**src/rtl/credit_bank.sv**
```systemverilog
// credit_bank: NUM_CREDITS circular credit targets, each carrying a digit counter.
// A ball contact counts once per credit (hit lockout, re-armed by one clean frame),
// emits a one-cycle award to the score keeper and starts a post-hit flash.
// The render path is registered: outputs describe the pixel presented one cycle earlier.
module credit_bank #(
  parameter int unsigned NUM_CREDITS     = 4,
  parameter int unsigned INIT_VALUE      = 0,
  parameter int unsigned MAX_VALUE       = 9,
  parameter bit          SATURATE        = 1'b0,
  parameter int unsigned FLASH_FRAMES    = 8,
  // Screen placement: credit i has its top-left at (X0 + i*PITCH_X, Y0 + i*PITCH_Y).
  parameter int          CREDIT_X0       = 64,
  parameter int          CREDIT_Y0       = 48,
  parameter int          CREDIT_PITCH_X  = 96,
  parameter int          CREDIT_PITCH_Y  = 0,
  parameter int          CREDIT_RADIUS   = 16,
  parameter int          NUMBER_OFFSET_X = 12,
  parameter int          NUMBER_OFFSET_Y = 8,
  parameter int          NUMBER_WIDTH    = 8,
  parameter int          NUMBER_HEIGHT   = 16,
  parameter logic [7:0]  COLOR_WHITE     = 8'hFF,
  parameter logic [7:0]  COLOR_GLYPH     = 8'hE0
) (
  input  logic        clk,
  input  logic        resetN,
  input  logic [10:0] pixelX,
  input  logic [10:0] pixelY,
  input  logic        startOfFrame,
  input  logic        collisionBallCredit,
  input  logic        reset_level_pulse,
  output logic [7:0]  RGBCredit,
  output logic        drawCredit,
  output logic        awardPulse,
  output logic [3:0]  awardValue,
  output logic [3:0]  awardIndex
);

  localparam logic [3:0] InitVal   = 4'(INIT_VALUE);
  localparam logic [3:0] MaxVal    = 4'(MAX_VALUE);
  localparam logic [7:0] FlashInit = 8'(FLASH_FRAMES);
  localparam int         RadiusSq  = CREDIT_RADIUS * CREDIT_RADIUS;

  // Per-credit state
  logic [3:0]             value_q [NUM_CREDITS];
  logic [3:0]             value_d [NUM_CREDITS];
  logic [7:0]             flash_q [NUM_CREDITS];
  logic [7:0]             flash_d [NUM_CREDITS];
  logic [NUM_CREDITS-1:0] locked_q, locked_d;
  logic [NUM_CREDITS-1:0] seen_q, seen_d;

  // Award register
  logic       award_q, award_d;
  logic [3:0] award_value_q, award_value_d;
  logic [3:0] award_index_q, award_index_d;

  // Geometry and render
  logic       hit_valid;
  logic [3:0] hit_idx;
  logic [3:0] sel_value;
  logic [7:0] sel_flash;
  logic       glyph_px;
  logic       flash_swap;
  logic       draw_d, draw_q;
  logic [7:0] rgb_d, rgb_q;

  // Segment set {g,f,e,d,c,b,a} for a decimal digit; blank for anything above 9.
  function automatic logic [6:0] seg_mask(input logic [3:0] digit);
    logic [6:0] m;
    case (digit)
      4'd0:    m = 7'h3F;
      4'd1:    m = 7'h06;
      4'd2:    m = 7'h5B;
      4'd3:    m = 7'h4F;
      4'd4:    m = 7'h66;
      4'd5:    m = 7'h6D;
      4'd6:    m = 7'h7D;
      4'd7:    m = 7'h07;
      4'd8:    m = 7'h7F;
      4'd9:    m = 7'h6F;
      default: m = 7'h00;
    endcase
    return m;
  endfunction

  // Seven-segment glyph lookup: segments are two pixels thick inside the digit square.
  function automatic logic seg_on(input logic [6:0] m, input int gx, input int gy);
    logic top, bot, mid, left, right, upper;
    top   = (gy <= 1);
    bot   = (gy >= NUMBER_HEIGHT - 2);
    mid   = (gy == NUMBER_HEIGHT / 2 - 1) || (gy == NUMBER_HEIGHT / 2);
    left  = (gx <= 1);
    right = (gx >= NUMBER_WIDTH - 2);
    upper = (gy < NUMBER_HEIGHT / 2);
    return (m[0] && top)            || (m[1] && right && upper) ||
           (m[2] && right && !upper) || (m[3] && bot)            ||
           (m[4] && left && !upper)  || (m[5] && left && upper)  ||
           (m[6] && mid);
  endfunction

  // Circle membership: the highest-numbered credit containing the pixel wins.
  always_comb begin
    int dx, dy;
    dx        = 0;
    dy        = 0;
    hit_valid = 1'b0;
    hit_idx   = 4'd0;
    for (int i = 0; i < int'(NUM_CREDITS); i++) begin
      dx = int'(pixelX) - (CREDIT_X0 + i * CREDIT_PITCH_X + CREDIT_RADIUS);
      dy = int'(pixelY) - (CREDIT_Y0 + i * CREDIT_PITCH_Y + CREDIT_RADIUS);
      if (dx * dx + dy * dy <= RadiusSq) begin
        hit_valid = 1'b1;
        hit_idx   = 4'(i);
      end
    end
  end

  // Digit glyph of the selected credit and its flash state.
  always_comb begin
    int  gx, gy;
    logic in_sq;
    sel_value = '0;
    sel_flash = '0;
    for (int i = 0; i < int'(NUM_CREDITS); i++) begin
      if (hit_idx == 4'(i)) begin
        sel_value = value_q[i];
        sel_flash = flash_q[i];
      end
    end
    gx = int'(pixelX) - (CREDIT_X0 + int'(hit_idx) * CREDIT_PITCH_X + NUMBER_OFFSET_X);
    gy = int'(pixelY) - (CREDIT_Y0 + int'(hit_idx) * CREDIT_PITCH_Y + NUMBER_OFFSET_Y);
    in_sq      = (gx >= 0) && (gx < NUMBER_WIDTH) && (gy >= 0) && (gy < NUMBER_HEIGHT);
    glyph_px   = in_sq && seg_on(seg_mask(sel_value), gx, gy);
    flash_swap = (sel_flash != '0) && sel_flash[1];
  end

  // Pixel colour; non-credit pixels are driven to zero so the mux sees a clean bus.
  always_comb begin
    draw_d = hit_valid || glyph_px;
    rgb_d  = 8'h00;
    if (draw_d) begin
      if (glyph_px) begin
        rgb_d = flash_swap ? COLOR_WHITE : COLOR_GLYPH;
      end else begin
        rgb_d = flash_swap ? COLOR_GLYPH : COLOR_WHITE;
      end
    end
  end

  // Next-state: frame boundary housekeeping first, then the collision of this cycle,
  // with a level restart overriding both.
  always_comb begin
    value_d       = value_q;
    flash_d       = flash_q;
    locked_d      = locked_q;
    seen_d        = seen_q;
    award_d       = 1'b0;
    award_value_d = award_value_q;
    award_index_d = award_index_q;

    for (int i = 0; i < int'(NUM_CREDITS); i++) begin
      if (startOfFrame) begin
        // A locked credit untouched for a whole frame becomes armed again.
        if (locked_q[i] && !seen_q[i]) begin
          locked_d[i] = 1'b0;
        end
        seen_d[i] = 1'b0;
        if (flash_q[i] != 8'd0) begin
          flash_d[i] = flash_q[i] - 8'd1;
        end
      end

      if (collisionBallCredit && hit_valid && (hit_idx == 4'(i))) begin
        seen_d[i] = 1'b1;
        if (!locked_d[i]) begin
          locked_d[i] = 1'b1;
          flash_d[i]  = FlashInit;
          if (value_q[i] >= MaxVal) begin
            value_d[i] = SATURATE ? MaxVal : 4'd0;
          end else begin
            value_d[i] = value_q[i] + 4'd1;
          end
          award_d       = 1'b1;
          award_value_d = value_q[i];
          award_index_d = hit_idx;
        end
      end
    end

    if (reset_level_pulse) begin
      for (int i = 0; i < int'(NUM_CREDITS); i++) begin
        value_d[i]  = InitVal;
        flash_d[i]  = 8'd0;
        locked_d[i] = 1'b0;
        seen_d[i]   = 1'b0;
      end
      award_d = 1'b0;
    end
  end

  // Per-credit state registers.
  always_ff @(posedge clk or posedge resetN) begin
    if (resetN) begin
      for (int i = 0; i < int'(NUM_CREDITS); i++) begin
        value_q[i] <= InitVal;
        flash_q[i] <= 8'd0;
      end
      locked_q <= '0;
      seen_q   <= '0;
    end else begin
      for (int i = 0; i < int'(NUM_CREDITS); i++) begin
        value_q[i] <= value_d[i];
        flash_q[i] <= flash_d[i];
      end
      locked_q <= locked_d;
      seen_q   <= seen_d;
    end
  end

  // Award and render output registers.
  always_ff @(posedge clk or posedge resetN) begin
    if (resetN) begin
      award_q       <= 1'b0;
      award_value_q <= 4'd0;
      award_index_q <= 4'd0;
      draw_q        <= 1'b0;
      rgb_q         <= 8'h00;
    end else begin
      award_q       <= award_d;
      award_value_q <= award_value_d;
      award_index_q <= award_index_d;
      draw_q        <= draw_d;
      rgb_q         <= rgb_d;
    end
  end

  assign awardPulse = award_q;
  assign awardValue = award_value_q;
  assign awardIndex = award_index_q;
  assign drawCredit = draw_q;
  assign RGBCredit  = rgb_q;

endmodule

```
**config.mk**
```make
export PLATFORM = sky130hd
export DESIGN_NAME = credit_bank
export DESIGN_NICKNAME = d
export VERILOG_FILES = /design/src/rtl/credit_bank.sv
export SDC_FILE = /design/constraint.sdc
export NUM_CORES = 2
export LEC_CHECK = 0
export ABC_AREA = 0
export BUFFER_PORTS_ARGS = -buffer_cell sky130_fd_sc_hd__buf_2
export CAP_MARGIN = 30
export CORE_UTILIZATION = 60
export CTS_CLUSTER_DIAMETER = 80
export DETAILED_ROUTE_END_ITERATION = 8
export HOLD_SLACK_MARGIN = 0.12
export PLACE_DENSITY = 0.76
export SYNTH_ARGS = -nofsm -noshare
export SYNTH_HDL_FRONTEND = slang
export SYNTH_SLANG_ARGS = --single-unit
export TNS_END_PERCENT = 20
```
**constraint.sdc**
```tcl
create_clock -name clk -period 6.5 [get_ports clk]
set_input_delay 1.3 -clock clk [delete_from_list [all_inputs] [get_ports clk]]
set_output_delay 1.3 -clock clk [all_outputs]
set_load 0.05 [all_outputs]
```
# Word-level counts from Yosys, hierarchy flattened
# Memory sizes are Yosys's and may differ from the RTL's.
# Index checks and enable logic that the tools add are counted.
# op_classes
add_sub_neg	21
multipliers	6
eq_ne	9
n_mux	93
n_reduce_logical	56
n_lt_le_gt_ge	17
# ops
op	n
8-bit two-way mux	21
4-bit two-way mux	36
12-bit by 12-bit multiplier with 24-bit output	5
24-bit by 24-bit adder with 25-bit output	4
32-bit by 10-bit less-or-equal comparator with 1-bit output, second input constant	3
8-bit nonzero test	5
32-bit two-way mux	1
8-bit by 1-bit subtractor with 8-bit output, second input constant	4
1-bit two-way mux	31
25-bit by 10-bit less-or-equal comparator with 1-bit output, second input constant	1
1-bit logical AND	25
11-bit by 7-bit subtractor with 12-bit output, second input constant	2
11-bit by 9-bit subtractor with 12-bit output, second input constant	2
4-bit by 1-bit adder with 4-bit output, second input constant	4
4-bit >= comparator, second input constant	4
16-bit two-way mux	1
5-bit two-way mux	3
14-bit by 1-bit >= comparator with 1-bit output, second input constant	1
14-bit by 4-bit >= comparator with 1-bit output, second input constant	1
14-bit by 2-bit less-or-equal comparator with 1-bit output, second input constant	1
14-bit by 5-bit < comparator with 1-bit output, second input constant	1
11-bit by 13-bit subtractor with 14-bit output	1
12-bit by 4-bit adder with 13-bit output, second input constant	1
7-bit by 11-bit adder with 12-bit output, first input constant	1
other kinds (19)	43
# totals
word_cells	221
n_memories	1
output_inout_bits	18
ff_bits	74
rom_bits	112
input_bits	27
# memory_table
name	words	width	rd	rd_clocked_by_memory_dff	wr	line_no	rtl
(no name shown)	16	7	1	0	0	69	case (digit)

# Logic depth before layout (Yosys ltp)
# An unclocked memory read counts as a cell.
# depth
word_depth	24
ltp_mapped	59
ltp_nobuf	57

# Least setup slack after synthesis
# No wires, ideal clock.
# synth_path
kind	input to register
from	input port pixelY[6]
to	register rgb_q[4], in the netlist RGBCredit[4]
setup_time_ps	79
arrival_time_ps	14270
n_path_buf	3
setup_slack_ps	-7850
path_stages	56
required_time_ps	6421
path_cell_list	clkbuf_1 clkinv_1 ha_1 xor2_1 clkbuf_1 nand2_1 fa_1 inv_1 ha_1 inv_1 fa_1 inv_1 fa_1 fa_1 ha_1 a21oi_1 o21bai_1 a21oi_1 [... 20 more ...] nand4_1 nor4_1 a21oi_1 o21bai_1 ha_1 clkbuf_1 nand2_1 a21oi_1 a21oi_1 o21ai_0 inv_1 ha_1 nor2_1 a32oi_1 a32oi_1 a2bb2oi_1 nor4_1 mux2i_1
# synth_via
elab_chain_len	24
word_cells_on_any_way	76
cone_classes	9 x add/sub; 2 x mul; 13 x order compare; 5 x eq/ne; 19 x mux; 27 x reduce/logical; 1 x memory
# synth_rtl
element	line_no	rtl
start, declared	27	input logic [10:0] pixelY,
branches (longest 23 deep; another with 32-bit by 10-bit less-or-equal comparator with 1-bit output)	-	
8-bit two-way mux *	140	if (draw_d) begin
end signal, assigned	232	rgb_q <= rgb_d;
end, declared	64	logic [7:0] rgb_d, rgb_q;
# Mark *: on every way between the ends.
# A chain may end at the register's enable or synchronous reset.

# Worst setup path in the final report
# layout_path
from	input port pixelY[6]
to	register rgb_q[6], in the netlist RGBCredit[6]
# layout_via
elab_chain_len	24
word_cells_on_any_way	67
cone_classes	9 x add/sub; 2 x mul; 13 x order compare; 5 x eq/ne; 12 x mux; 25 x reduce/logical; 1 x memory
# layout_rtl
element	line_no	rtl
branches (longest 22 deep; another with 32-bit by 10-bit less-or-equal comparator with 1-bit output)	-	
1-bit logical OR *	138	draw_d = hit_valid || glyph_px;
net draw_d	63	logic draw_d, draw_q;
8-bit two-way mux *	140	
# Mark *: on every way through the listed nets, which the timed path passes.

==> results.py <==
metrics = {
    "timing": {
        "setup_viol_count_final": 67,
        "rsz0062_at_grt": "true",
        "min_period_over_period_pct": 205.0,
        "skew_ns": 0.008586,
        "tns_ns": -389.49,
        "slew_viol_final": 0,
        "hold_viol_final": 0,
        "tightest_slew_ns": 0.8302,
        "min_period_ns": 13.33,
        "max_freq_mhz": 75.04,
        "worst_slack_ns": -6.826,
        "maxSlewHeadroom_pct": 43.22,
        "holdWs_ns": 0.5239,
    },
    "worst_hold_path": {
        "holdPathEnd": "awardIndex[3]$_DFF_PP0_",
        "hold_path_class": "flop to flop",
        "holdCritStartpoint": "awardIndex[3]$_DFF_PP0_",
        "hold_depth": 1,
    },
    "floorplan": {
        "initial_core_util_pct": 61.08,
        "core.rowCount": 83,
        "dieArea_sq_um": 53470,
        "core_sq_um": 51610,
        "top_level_ports": 45,
        "die_x_microns": 231.2,
        "die_height_microns": 231.2,
    },
    "setup_path": {
        "startpoint_type": "input pin",
        "timing_worst_setup_path_type": "input pin to flop",
        "worstSetupEndpointType": "flop",
        "cp_max_fo": 7,
        "worst_path_max_delay_cell": "fa_1",
        "regToRegEndpoint": "RGBCredit[6]$_DFF_PP0_",
        "crit_top_cell": "fa_1",
        "rrSetupSlack_ns": 3.69,
        "reg2reg_depth": 14,
        "critical-path-max-stage-delay_ns": 0.60,
        "r2r-start": "value_q[12]$_DFFE_PP0P_",
        "worstPathRequired_ns": 6.73,
        "arrival_ns": 13.55,
    },
    "run_status": {
        "violations": "setup timing",
        "status": "complete, but fails checks",
    },
    "logic_synthesis": {
        "synthDistinctLibCells": 82,
        "synth_ff_type": "dfrtp_1",
        "ys_ff_latch": 67,
        "synth_edf_count": 0,
        "netlist_instances": 3467,
        "yosysSeqAreaShare_pct": 5.318,
        "avgSynthCellArea_sq_um": 9.093,
        "yosys_warnings": 0,
        "async_flop_share_pct": 100.0,
        "synth_area_sq_um": 31530,
    },
    "global_route": {
        "global_route.overflow_total": 0,
        "antenna_found_initial": 1,
        "grt_pass1_wl_microns": 147700,
        "first_global_vias": 29750,
        "track_usage_pct": 35.12,
        "grt_start_max_net_pins": 56,
    },
    "detailed_routing": {
        "detail-route-antenna-nets": 0,
        "drc": 0,
        "finalWirelength_microns": 94230,
        "drt-pass1-iter-count": 8,
        "via_count": 27830,
        "drtIter0Drc": 2358,
        "via_per_inst": 5.610,
        "avgRoutedWirePerCell_microns": 19.00,
    },
    "clocking": {
        "htree_levels": 3,
        "path_clk_slew_ns": 0.06,
        "root_buffer": "clkbuf_16",
        "clk_path_buf_depth": 2,
        "cts_buffers": 9,
        "cts_tree": "done",
        "clk_latency_ns": 0.34,
        "clock_sinks": 67,
    },
    "place": {
        "dp_hpwl_microns": 72830,
        "portBuffers": 44,
        "dp_slack_ns": -7.506,
        "gp_congestion": 0.9798,
    },
    "cells_and_area": {
        "layout.nets": 5328,
        "drive_gt1_share_pct": 26.82,
        "antenna_cells": 0,
        "synthToLayoutAreaGrowth_pct": 29.88,
    },
    "run": {
        "drv_cap": 0,
    },
}
-- how the worst max path moves through the flow --
stage	startpoint	to	slack, ns	cells past startpoint
2_1_floorplan	pixelY[6]	RGBCredit[6]$_DFF_PP0_	-6.42	53
3_3_place_gp	pixelY[6]	RGBCredit[4]$_DFF_PP0_	-7.28	54
3_5_place_dp	pixelY[6]	RGBCredit[4]$_DFF_PP0_	-7.51	54
4_1_cts	pixelY[6]	RGBCredit[4]$_DFF_PP0_	-6.47	56
5_1_grt	pixelY[6]	RGBCredit[4]$_DFF_PP0_	-7.31	56
6_report	pixelY[6]	RGBCredit[6]$_DFF_PP0_	-6.83	53
-- metal layers --
metal / vias up / global-route usage [%] / wire, microns / part of all wire, %
met2: 1360 / 60.10 / 46180 / 49
met3: 370 / 4.970 / 7906 / 8.4
met5: - / 0 / 15 / 0.016
li1: 12260 / - / - / -
met4: 2 / 13.56 / 5023 / 5.3
met1: 13840 / 45.10 / 35110 / 37
-- repair_timing --
action | CTS | global route
hold buffers | 0 | 0
gates resized for setup | 189 | 121
buffers inserted | 41 | 25
endpoints found under the setup margin | 67 | 67
cloned | 0 | 0
pin swaps | 105 | 59
-- final cells by class --
type | count | area [sq um]
fill | 3049 | 10670
timing repair buffer | 875 | 6987
tap | 680 | 850.8
clock buffer | 11 | 242.7
multi-input combinational | 2413 | 27650
clock inverter | 4 | 98.84
inverter | 910 | 3438
sequential | 67 | 1677
-- registers in the layout, indices dropped and copies added, names as in the netlist --
signal      count
locked_q        4
flash_q        32
value_q        16
awardPulse      1
awardValue      4
RGBCredit       2
awardIndex      4
seen_q          4
-- layout by cell type, fill, tap and decap left out, types with 26 or more instances in the layout --
master,n
ha_4,42
a21oi_1,79
and2_1,49
buf_6,40
nand3_1,33
nand2b_1,28
o21ai_0,61
xor2_1,35
a21o_1,28
buf_4,763
nand2_1,223
dfrtp_1,67
xnor2_1,101
nor2_1,247
inv_1,874
buf_2,42
buf_12,26
ha_1,274
fa_1,696
nor3_1,38
-- cell usage after synthesis (all sizes together) (6+ instances only) --
library cell  number  area [sq um]
nand3             35         175.2
o31ai             15         112.6
xor2              39         341.6
a32oi              6         52.55
dfrtp             67          1677
o22ai              8         50.05
o211ai            13         97.59
inv              897          3367
mux2i             12         120.1
and3              18         112.6
buf               19         126.4
nand2b            30         187.7
nand4              9         56.30
nor2b             24         150.1
fa               703         14070
nor4              35         219.0
a22oi              8         60.06
o2111ai            7         61.31
o21bai            13         97.59
nor3              52         260.3
xnor2            105         919.6
nor2             260         975.9
and2              61         381.6
a31oi             14         87.58
or2               12         75.08
ha               322          4029
nand2            236         885.9
o21ai             75         375.4
nor4b              7         61.31
clkinv            13         48.80
a21oi            101         509.2
a21boi             9         82.58
a211oi            20         155.1
clkbuf            67         251.5
o21a              22         165.2
nor3b             10         75.07
a21o              28         210.2
or3                8         50.05
-- worst max-delay path, delay by kind of cell --
family                     cells  cell delay (ns)
AOI/OAI and AO/OA             17             3.58
and+or+nand+nor               10             1.53
adders and majority gates     15             5.80
buffers and inverters          9             0.88
xor gates and xnor gates       2             0.43
-- kinds of logic after synthesis --
family          share of synthesized area, %
compound gates                         8.533
xor+xnor                               4.000
fa+ha+maj                              57.42
buf+inv                                12.03
flops                                  5.318
mux                                   0.5239
other cells                          0.02382
simple gates                           12.15
-- metrics by stage --
| stage | instance area (sq um) | std cells | util (%) |
|---|---|---|---|
| floorplan | 31930 | 3476 | - |
| global placement | 38620 | 4884 | 74.82 |
| detailed placement | 38620 | 4884 | 74.82 |
| CTS | 40120 | 4937 | 77.72 |
| global route | 40950 | 4960 | 79.33 |
| finish | 40950 | 4960 | 79.33 |
Power is not shown: default switching activity piles up to over one toggle a cycle in this logic, so the estimate is an artifact.
